[src/rtl/frame_sequencer_pkg.sv]
// Shared constants and state encoding for the frame sequencer and its raster counter.
package frame_sequencer_pkg;

    // Frame geometry and pixel format.
    localparam int FRAME_WIDTH  = 640;
    localparam int FRAME_HEIGHT = 480;
    localparam int PIXEL_SIZE   = 24;

    // Advance cycles between a pixel entering the Sobel/flood/CC chain and its result.
    localparam int LATENCY      = 2 * FRAME_WIDTH + 6;

    // Width of the pipe_x / pipe_y coordinate buses.
    localparam int COORD_WIDTH  = 16;

    typedef enum logic [2:0] {
        FS_IDLE  = 3'd0,
        FS_CLEAR = 3'd1,
        FS_RUN   = 3'd2,
        FS_FLUSH = 3'd3,
        FS_DRAIN = 3'd4,
        FS_DONE  = 3'd5
    } fs_state_t;

endpackage

[src/rtl/frame_sequencer_raster_counter.sv]
// Raster-order x/y generator: x wraps at the row end and bumps y; y saturates at all-ones
// so that flush advances past the last row never wrap back into the frame.
module raster_counter
    import frame_sequencer_pkg::*;
#(
    parameter int ROW_LEN = frame_sequencer_pkg::FRAME_WIDTH
) (
    input  logic                   clk,
    input  logic                   reset,
    input  logic                   clear,
    input  logic                   en,
    output logic [COORD_WIDTH-1:0] x,
    output logic [COORD_WIDTH-1:0] y
);

    localparam logic [COORD_WIDTH-1:0] X_LAST = COORD_WIDTH'(ROW_LEN - 1);
    localparam logic [COORD_WIDTH-1:0] Y_MAX  = {COORD_WIDTH{1'b1}};

    logic [COORD_WIDTH-1:0] x_r;
    logic [COORD_WIDTH-1:0] y_r;
    logic [COORD_WIDTH-1:0] x_nxt_s;
    logic [COORD_WIDTH-1:0] y_nxt_s;

    // Next-coordinate logic: clear wins, otherwise step on enable with wrap and saturation.
    always_comb begin
        x_nxt_s = x_r;
        y_nxt_s = y_r;
        if (clear) begin
            x_nxt_s = {COORD_WIDTH{1'b0}};
            y_nxt_s = {COORD_WIDTH{1'b0}};
        end else if (en) begin
            if (x_r == X_LAST) begin
                x_nxt_s = {COORD_WIDTH{1'b0}};
                if (y_r != Y_MAX) begin
                    y_nxt_s = y_r + {{(COORD_WIDTH-1){1'b0}}, 1'b1};
                end else begin
                    y_nxt_s = y_r;
                end
            end else begin
                x_nxt_s = x_r + {{(COORD_WIDTH-1){1'b0}}, 1'b1};
                y_nxt_s = y_r;
            end
        end else begin
            x_nxt_s = x_r;
            y_nxt_s = y_r;
        end
    end

    // Coordinate registers.
    always_ff @(posedge clk or posedge reset) begin
        if (reset) begin
            x_r <= {COORD_WIDTH{1'b0}};
            y_r <= {COORD_WIDTH{1'b0}};
        end else begin
            x_r <= x_nxt_s;
            y_r <= y_nxt_s;
        end
    end

    assign x = x_r;
    assign y = y_r;

endmodule

[src/rtl/frame_sequencer.sv]
// Sequences one pixel pipeline through a frame: clear, feed host pixels in raster order,
// flush the pipeline latency with zero pixels, and re-time results into a valid/ready stream.
module frame_sequencer
    import frame_sequencer_pkg::*;
#(
    parameter int FRAME_WIDTH  = frame_sequencer_pkg::FRAME_WIDTH,
    parameter int FRAME_HEIGHT = frame_sequencer_pkg::FRAME_HEIGHT,
    parameter int LATENCY      = frame_sequencer_pkg::LATENCY,
    parameter int CNT_WIDTH    = 32
) (
    input  logic        clk,
    input  logic        reset,
    input  logic        start,
    input  logic        in_valid,
    output logic        in_ready,
    input  logic [23:0] in_data,
    output logic        pipe_reset_n,
    output logic        pipe_en,
    output logic [15:0] pipe_x,
    output logic [15:0] pipe_y,
    output logic [23:0] pipe_data,
    input  logic [23:0] pipe_out,
    output logic        out_valid,
    input  logic        out_ready,
    output logic [23:0] out_data,
    output logic        busy,
    output logic        frame_done
);

    localparam logic [CNT_WIDTH-1:0] LAST_PIX = CNT_WIDTH'(FRAME_WIDTH * FRAME_HEIGHT - 1);
    localparam logic [CNT_WIDTH-1:0] LAST_ADV = CNT_WIDTH'(FRAME_WIDTH * FRAME_HEIGHT + LATENCY - 1);
    localparam logic [CNT_WIDTH-1:0] LAT_CNT  = CNT_WIDTH'(LATENCY);

    fs_state_t              state_r;
    fs_state_t              state_nxt_s;
    logic [CNT_WIDTH-1:0]   adv_cnt_r;
    logic                   out_valid_r;
    logic [PIXEL_SIZE-1:0]  out_data_r;
    logic                   out_ok_s;
    logic                   adv_s;
    logic                   in_run_s;
    logic                   in_flush_s;
    logic                   in_clear_s;
    logic                   result_s;

    assign in_run_s   = (state_r == FS_RUN);
    assign in_flush_s = (state_r == FS_FLUSH);
    assign in_clear_s = (state_r == FS_CLEAR);

    // The output register is a one-entry slot: the pipeline may advance only if it can take a result.
    assign out_ok_s = !out_valid_r || out_ready;
    assign adv_s    = out_ok_s && ((in_run_s && in_valid) || in_flush_s);
    assign result_s = adv_s && (adv_cnt_r >= LAT_CNT);

    assign in_ready     = in_run_s && out_ok_s;
    assign pipe_en      = adv_s;
    assign pipe_data    = in_run_s ? in_data : 24'd0;
    assign pipe_reset_n = !in_clear_s;
    assign busy         = (state_r != FS_IDLE);
    assign frame_done   = (state_r == FS_DONE);
    assign out_valid    = out_valid_r;
    assign out_data     = out_data_r;

    raster_counter #(
        .ROW_LEN (FRAME_WIDTH)
    ) u_raster (
        .clk   (clk),
        .reset (reset),
        .clear (in_clear_s),
        .en    (adv_s),
        .x     (pipe_x),
        .y     (pipe_y)
    );

    // Next-state logic for the frame control FSM.
    always_comb begin
        state_nxt_s = state_r;
        case (state_r)
            FS_IDLE: begin
                if (start) begin
                    state_nxt_s = FS_CLEAR;
                end else begin
                    state_nxt_s = FS_IDLE;
                end
            end
            FS_CLEAR: begin
                state_nxt_s = FS_RUN;
            end
            FS_RUN: begin
                if (adv_s && (adv_cnt_r == LAST_PIX)) begin
                    state_nxt_s = (LATENCY == 0) ? FS_DRAIN : FS_FLUSH;
                end else begin
                    state_nxt_s = FS_RUN;
                end
            end
            FS_FLUSH: begin
                if (adv_s && (adv_cnt_r == LAST_ADV)) begin
                    state_nxt_s = FS_DRAIN;
                end else begin
                    state_nxt_s = FS_FLUSH;
                end
            end
            FS_DRAIN: begin
                if (out_ok_s) begin
                    state_nxt_s = FS_DONE;
                end else begin
                    state_nxt_s = FS_DRAIN;
                end
            end
            FS_DONE: begin
                state_nxt_s = FS_IDLE;
            end
            default: begin
                state_nxt_s = FS_IDLE;
            end
        endcase
    end

    // State register.
    always_ff @(posedge clk or posedge reset) begin
        if (reset) begin
            state_r <= FS_IDLE;
        end else begin
            state_r <= state_nxt_s;
        end
    end

    // Advance counter: index of the current pipeline advance within the frame.
    always_ff @(posedge clk or posedge reset) begin
        if (reset) begin
            adv_cnt_r <= {CNT_WIDTH{1'b0}};
        end else if (in_clear_s) begin
            adv_cnt_r <= {CNT_WIDTH{1'b0}};
        end else if (adv_s) begin
            adv_cnt_r <= adv_cnt_r + {{(CNT_WIDTH-1){1'b0}}, 1'b1};
        end else begin
            adv_cnt_r <= adv_cnt_r;
        end
    end

    // Output slot: load once the pipeline is primed, otherwise empty it when the sink takes it.
    always_ff @(posedge clk or posedge reset) begin
        if (reset) begin
            out_valid_r <= 1'b0;
            out_data_r  <= {PIXEL_SIZE{1'b0}};
        end else if (result_s) begin
            out_valid_r <= 1'b1;
            out_data_r  <= pipe_out;
        end else if (out_ready) begin
            out_valid_r <= 1'b0;
            out_data_r  <= out_data_r;
        end else begin
            out_valid_r <= out_valid_r;
            out_data_r  <= out_data_r;
        end
    end

endmodule
[config.mk]
export PLATFORM = sky130hd
export DESIGN_NAME = frame_sequencer
export DESIGN_NICKNAME = d
export VERILOG_FILES = /design/src/rtl/frame_sequencer_pkg.sv /design/src/rtl/frame_sequencer_raster_counter.sv /design/src/rtl/frame_sequencer.sv
export SDC_FILE = /design/constraint.sdc
export NUM_CORES = 1
export LEC_CHECK = 0
export ABC_AREA = 1
export ABC_CLOCK_PERIOD_IN_PS = 4110
export CAP_MARGIN = 20
export CORE_ASPECT_RATIO = 1.1
export CORE_MARGIN = 10
export CORE_UTILIZATION = 35
export CTS_BUF_LIST = sky130_fd_sc_hd__clkbuf_16
export CTS_CLUSTER_SIZE = 12
export DETAILED_ROUTE_END_ITERATION = 12
export MAX_ROUTING_LAYER = met4
export PLACE_DENSITY_LB_ADDON = 0.08
export SLEW_MARGIN = 20
export SYNTH_ARGS = -nofsm -noshare
export SYNTH_HDL_FRONTEND = slang
export SYNTH_SLANG_ARGS = --single-unit
[constraint.sdc]
create_clock -name clk -period 4.11 [get_ports clk]
set_clock_uncertainty 0.15 [all_clocks]
set_input_delay 0.822 -clock clk [delete_from_list [all_inputs] [get_ports clk]]
set_output_delay 0.822 -clock clk [all_outputs]
set_load 0.005 [all_outputs]
After elaboration in Yosys (flattened, before gate mapping)
Index checks and enable logic that the tools add are counted.
{ "op_classes": {"add_sub_neg": 3, "n_mul": 0, "n_div": 0, "order_cmp": 1, "eq_ne": 9, "shifts": 0, "muxes": 17, "bitwise": 0, "reduce_logical": 17} }
{ "op_table": {"columns": ["op", "n"], "rows": [
  ["$mux W16", 7],
  ["$eq A32 B19 Y1 const B", 2],
  ["$mux W32", 2],
  ["$add A16 B1 Y16 const B", 2],
  ["$add A32 B1 Y32 const B", 1],
  ["$ge A32 B11 Y1 const B", 1],
  ["$mux W24", 1],
  ["$eq A16 B10 Y1 const B", 1],
  ["$ne A16 B16 Y1 const B", 1],
  ["$pmux W3 S5", 1],
  ["$reduce_bool A2 Y1", 4],
  ["$eq A3 B2 Y1 const B", 2],
  ["$eq A3 B3 Y1 const B", 2],
  ["$logic_and A1 B1 Y1", 6],
  ["$mux W1", 5],
  ["$eq A3 B1 Y1 const B", 1],
  ["$logic_not A3 Y1", 1],
  ["$mux W3", 1],
  ["$reduce_and A3 Y1", 1],
  ["$reduce_bool A3 Y1", 1],
  ["$logic_not A1 Y1", 2],
  ["$logic_or A1 B1 Y1", 2]
]} }
{ "word_totals": {"register_bits": 92, "latch_bits": 0, "ram_bits": 0, "mem_bits_ro": 0, "inputBits": 53, "out_inout_bits": 86, "word_cells": 53, "mem_count": 0} }

Longest topological paths before layout
{ "logic_depth": {"ltp_word": 7, "mapped_depth": 10, "mapped_depth_nobuf": 10} }

By module
Synthesis repeated with hierarchy kept, for this count alone.
{ "unflattened": {"hier_cells": 826, "hier_area_um2": 5599.1} }
{ "by_module_without_submodules": {"columns": ["mod", "instances", "cells_per_inst", "area_per_inst_um2", "seq_area_each_um2"], "rows": [
  ["frame_sequencer", 1, 527, 3545.9, 1501.4],
  ["raster_counter", 1, 299, 2053.2, 800.8]
]} }

Worst setup path before layout
Ideal clock, no wire load.
{ "synth_timing": {"path_type": "input to output", "from": "input port out_ready", "to": "output port pipe_en", "arrival_ns": 1.450, "required_ns": 3.138, "slack_ns": 1.688, "stages": 5, "path_buffers": 1, "cell_sequence": "inv_1 -> nand2_1 -> nand3_4 -> inv_2 -> buf_2"} }
{ "synth_between": {"elab_chain_len": 2} }
{ "synth_rtl": {"columns": ["element", "line_no", "text"], "rows": [
  ["from (decl)", "frame_sequencer.sv:24", "input logic out_ready,"],
  ["$logic_or A1 B1 Y1", "frame_sequencer.sv:51", "assign out_ok_s = !out_valid_r || out_ready;"],
  ["$logic_and A1 B1 Y1", "frame_sequencer.sv:52", "assign adv_s = out_ok_s && ((in_run_s && in_valid) || in_flush_s);"],
  ["to (decl)", "frame_sequencer.sv:18", "output logic pipe_en,"]
]} }
Every way passes these cells.

Worst setup path after layout
Same ends and word-level chain as after synthesis.

==> results_dict.tcl <==
set metrics [dict create \
    outcome "finished clean" \
    clkTransAtPathRegs_ns 0.07 \
    fin_util 0.466 \
    yosys.area_share.adder 0.0108 \
    cts_root_buffer "clkbuf_16" \
    ys_top_cells_by_count "nand2_1, nor2_1, inv_1, dfrtp_1, nand3_1" \
    syn_to_final_growth_pct 31.6 \
    startpoint_type "input port" \
    start_util 0.354 \
    yosysMostFrequentCell "nand2_1" \
    postCtsHoldBufs 0 \
    power_frac_clock 0.283 \
    grt_overflow 0 \
    syn_avg_cell_area_um2 6.66 \
    place_ws_ns 0.924 \
    slew_headroom 0.584 \
    vias 5724 \
    final_area_mm2 0.00760 \
    antenna_found_initial 0 \
    rows 49 \
    pwr-share-seq 0.359 \
    clk_latency_ns 0.35 \
    switching_share 0.378 \
    hold_path_startpoint "out_data[8]" \
    reg2reg_depth 9 \
    drc_errors 0 \
    antennaDiodeCount 0 \
    hold-path-endpoint "out_data[8]" \
    drtIter0Drc 282 \
    drtPass1Iterations 4 \
    worstHoldPathCells 2 \
    die_x_um 142 \
    fin_crit_sh 0.774 \
    hold_class "reg -> reg" \
    dpl_cell_area_mm2 0.00730 \
    r2r-start "adv_cnt_r[0]" \
    cts.path.max_buffers 2 \
    endpoint_kind "primary output" \
    die_h_um 155 \
    synth_top_family_by_area "simple AND/OR/NAND/NOR gates" \
    core_mm2 0.0163 \
    tns_ns 0 \
    worstPathRequired_ns 3.14 \
    syn_inst 867 \
    synth_area_leaders "dfrtp_1, nand2_1, nor2_1" \
    synth-simple-area-share 0.435 \
    vias_per_cell 4.74 \
    p_int_mw 1.88 \
    crit_slowest_cell "clkdlybuf4s50_1" \
    worstSetupPathType "in -> out" \
    yosysSeqAreaShare 0.399 \
    ctsResizeCount 0 \
    dpl.hpwl_mm 13.2 \
    synth-xor-area-share 0.0106 \
    synthMuxAreaShare 0 \
    htreeDepth 3 \
    rsz0062_at_grt "no" \
    routed_wl_mm 17.6 \
    ys_types 34 \
    critPathArrivalTime_ns 2.21 \
    gp_congestion 0.880 \
    synth_compound_area_frac 0.0479 \
    powerDensity_mw_per_mm2 399 \
    cts_tree "done" \
    io_buffers 138 \
    grt_pass1_wl_mm 29.2 \
    p_comb_frac 0.358 \
    wl_per_cell_um 14.6 \
    synth_edf_count 0 \
    post-cts-setup-buffers 0 \
    nets 1057 \
    layout-drive-gt1-share 0.0438 \
    crit_path_frequent_cell "clkdlybuf4s50_1" \
    cap_violations 0 \
    p_leak_nw 3.57 \
    finalSetupViolCount 0 \
    clkSinkCount 92 \
    power.switching_mw 1.14 \
    reg2reg_slack_ns 1.71 \
    worstPathMaxFanout 5 \
    ys_ff_latch 92 \
    grt_start_max_net_pins 54 \
    pin_count 139 \
    synth_flop_cell "dfrtp_1" \
    async_flop_share 1.00 \
    ant_nets 0 \
    syn_nets 925 \
    grtUsageTotal 0.166 \
    fin_crit_ns 3.18 \
    max_freq_ghz 0.314 \
    ir_worst_vdd_mv 0.241 \
    worst_slew_pin_slew_ns 0.625 \
    worstReg2RegEnd "out_data[10]" \
    synth_top_area_frac 0.399 \
    synth_area_leader_cell "dfrtp_1" \
    finalHoldViolations 0 \
    worst_slack_ns 0.929 \
    numCtsBuffers 9 \
    finalMaxSlewViolations 0 \
    syn_area_mm2 0.00578 \
    die_area_mm2 0.0220 \
    crit_chain "clkdlybuf4s50_1 -> inv_1 -> nand2_1 -> nand3_4 -> inv_2 -> clkdlybuf4s50_1" \
    grt_pass1_vias 5544 \
    slowest_delay_ns 0.50 \
    yosysWarningCount 0 \
]
registers in the layout, summed over array words and instances (netlist names):
signal      count
u_raster.y     16
u_raster.x     16
out_valid       1
state_r         3
out_data       24
adv_cnt_r      32
critical path, delay by kind of cell:
kind / cells / cell delay [ns]
and+or+nand+nor: 2 / 0.30
buffers and inverters: 4 / 1.08
metal layers:
| layer | up-vias | track usage | part of all wire |
|---|---|---|---|
| li1 | 3008 | - | - |
| met1 | 2562 | 0.219 | 0.50 |
| met2 | 136 | 0.255 | 0.44 |
| met3 | 18 | 0.0276 | 0.047 |
| met4 | 0 | 0.0501 | 0.015 |
| met5 | - | - | 0 |
cell type report:
class | instances | area (um2)
Multi-Input combinational cell | 644 | 2910
Sequential cell | 92 | 2300
Inverter | 109 | 412
Clock inverter | 7 | 75.1
Timing Repair Buffer | 143 | 1420
Tap cell | 204 | 255
Clock buffer | 9 | 225
Fill cell | 1691 | 8710
layout by cell type, fill, tap and decap left out, types with 9 or more instances in the layout:
master / instances
clkdlybuf4s50_1: 138
o21ai_1: 12
nor2_1: 145
inv_1: 102
clkbuf_16: 9
o21ai_0: 15
dfrtp_1: 92
nand3_1: 76
a21oi_1: 13
nor3_1: 17
nand4_1: 35
nand2_1: 286
metrics by stage:
| stage | total power [mW] | hold WS (ns) | std cells |
|---|---|---|---|
| final | 3.03 | 0.321 | 1208 |
| after global routing | 3.24 | 0.338 | 1208 |
| after CTS | 3.08 | 0.325 | 1208 |
| after detailed placement | 2.21 | 0.309 | 1192 |
| after global placement | 2.21 | 0.303 | 1192 |
| after floorplan | 1.71 | 0.315 | 867 |
power by group through the flow:
| stage | Sequential (mW) | Clock (mW) | Combinational [mW] |
|---|---|---|---|
| after floorplan | 1.08 | 0 | 0.636 |
| after global placement | 1.11 | 0 | 1.11 |
| after detailed placement | 1.10 | 0 | 1.11 |
| after CTS | 1.09 | 0.885 | 1.11 |
| after global routing | 1.11 | 0.928 | 1.20 |
| final | 1.09 | 0.856 | 1.08 |
cell families (layout without fill, tap and decap cells):
family | count (synthesis) | count (layout)
xor+xnor | 7 | 7
compound gates | 51 | 51
buf+inv | 131 | 268
fa+ha+maj | 5 | 5
flops | 92 | 92
simple gates | 581 | 581
how the worst max path moves through the flow:
stage / start / to
after floorplan: reset / adv_cnt_r[0]
after global placement: out_ready / pipe_en
after detailed placement: out_ready / pipe_en
after CTS: out_ready / pipe_en
after global routing: out_ready / pipe_en
final: out_ready / pipe_en
(Power assumes the default switching activity.)
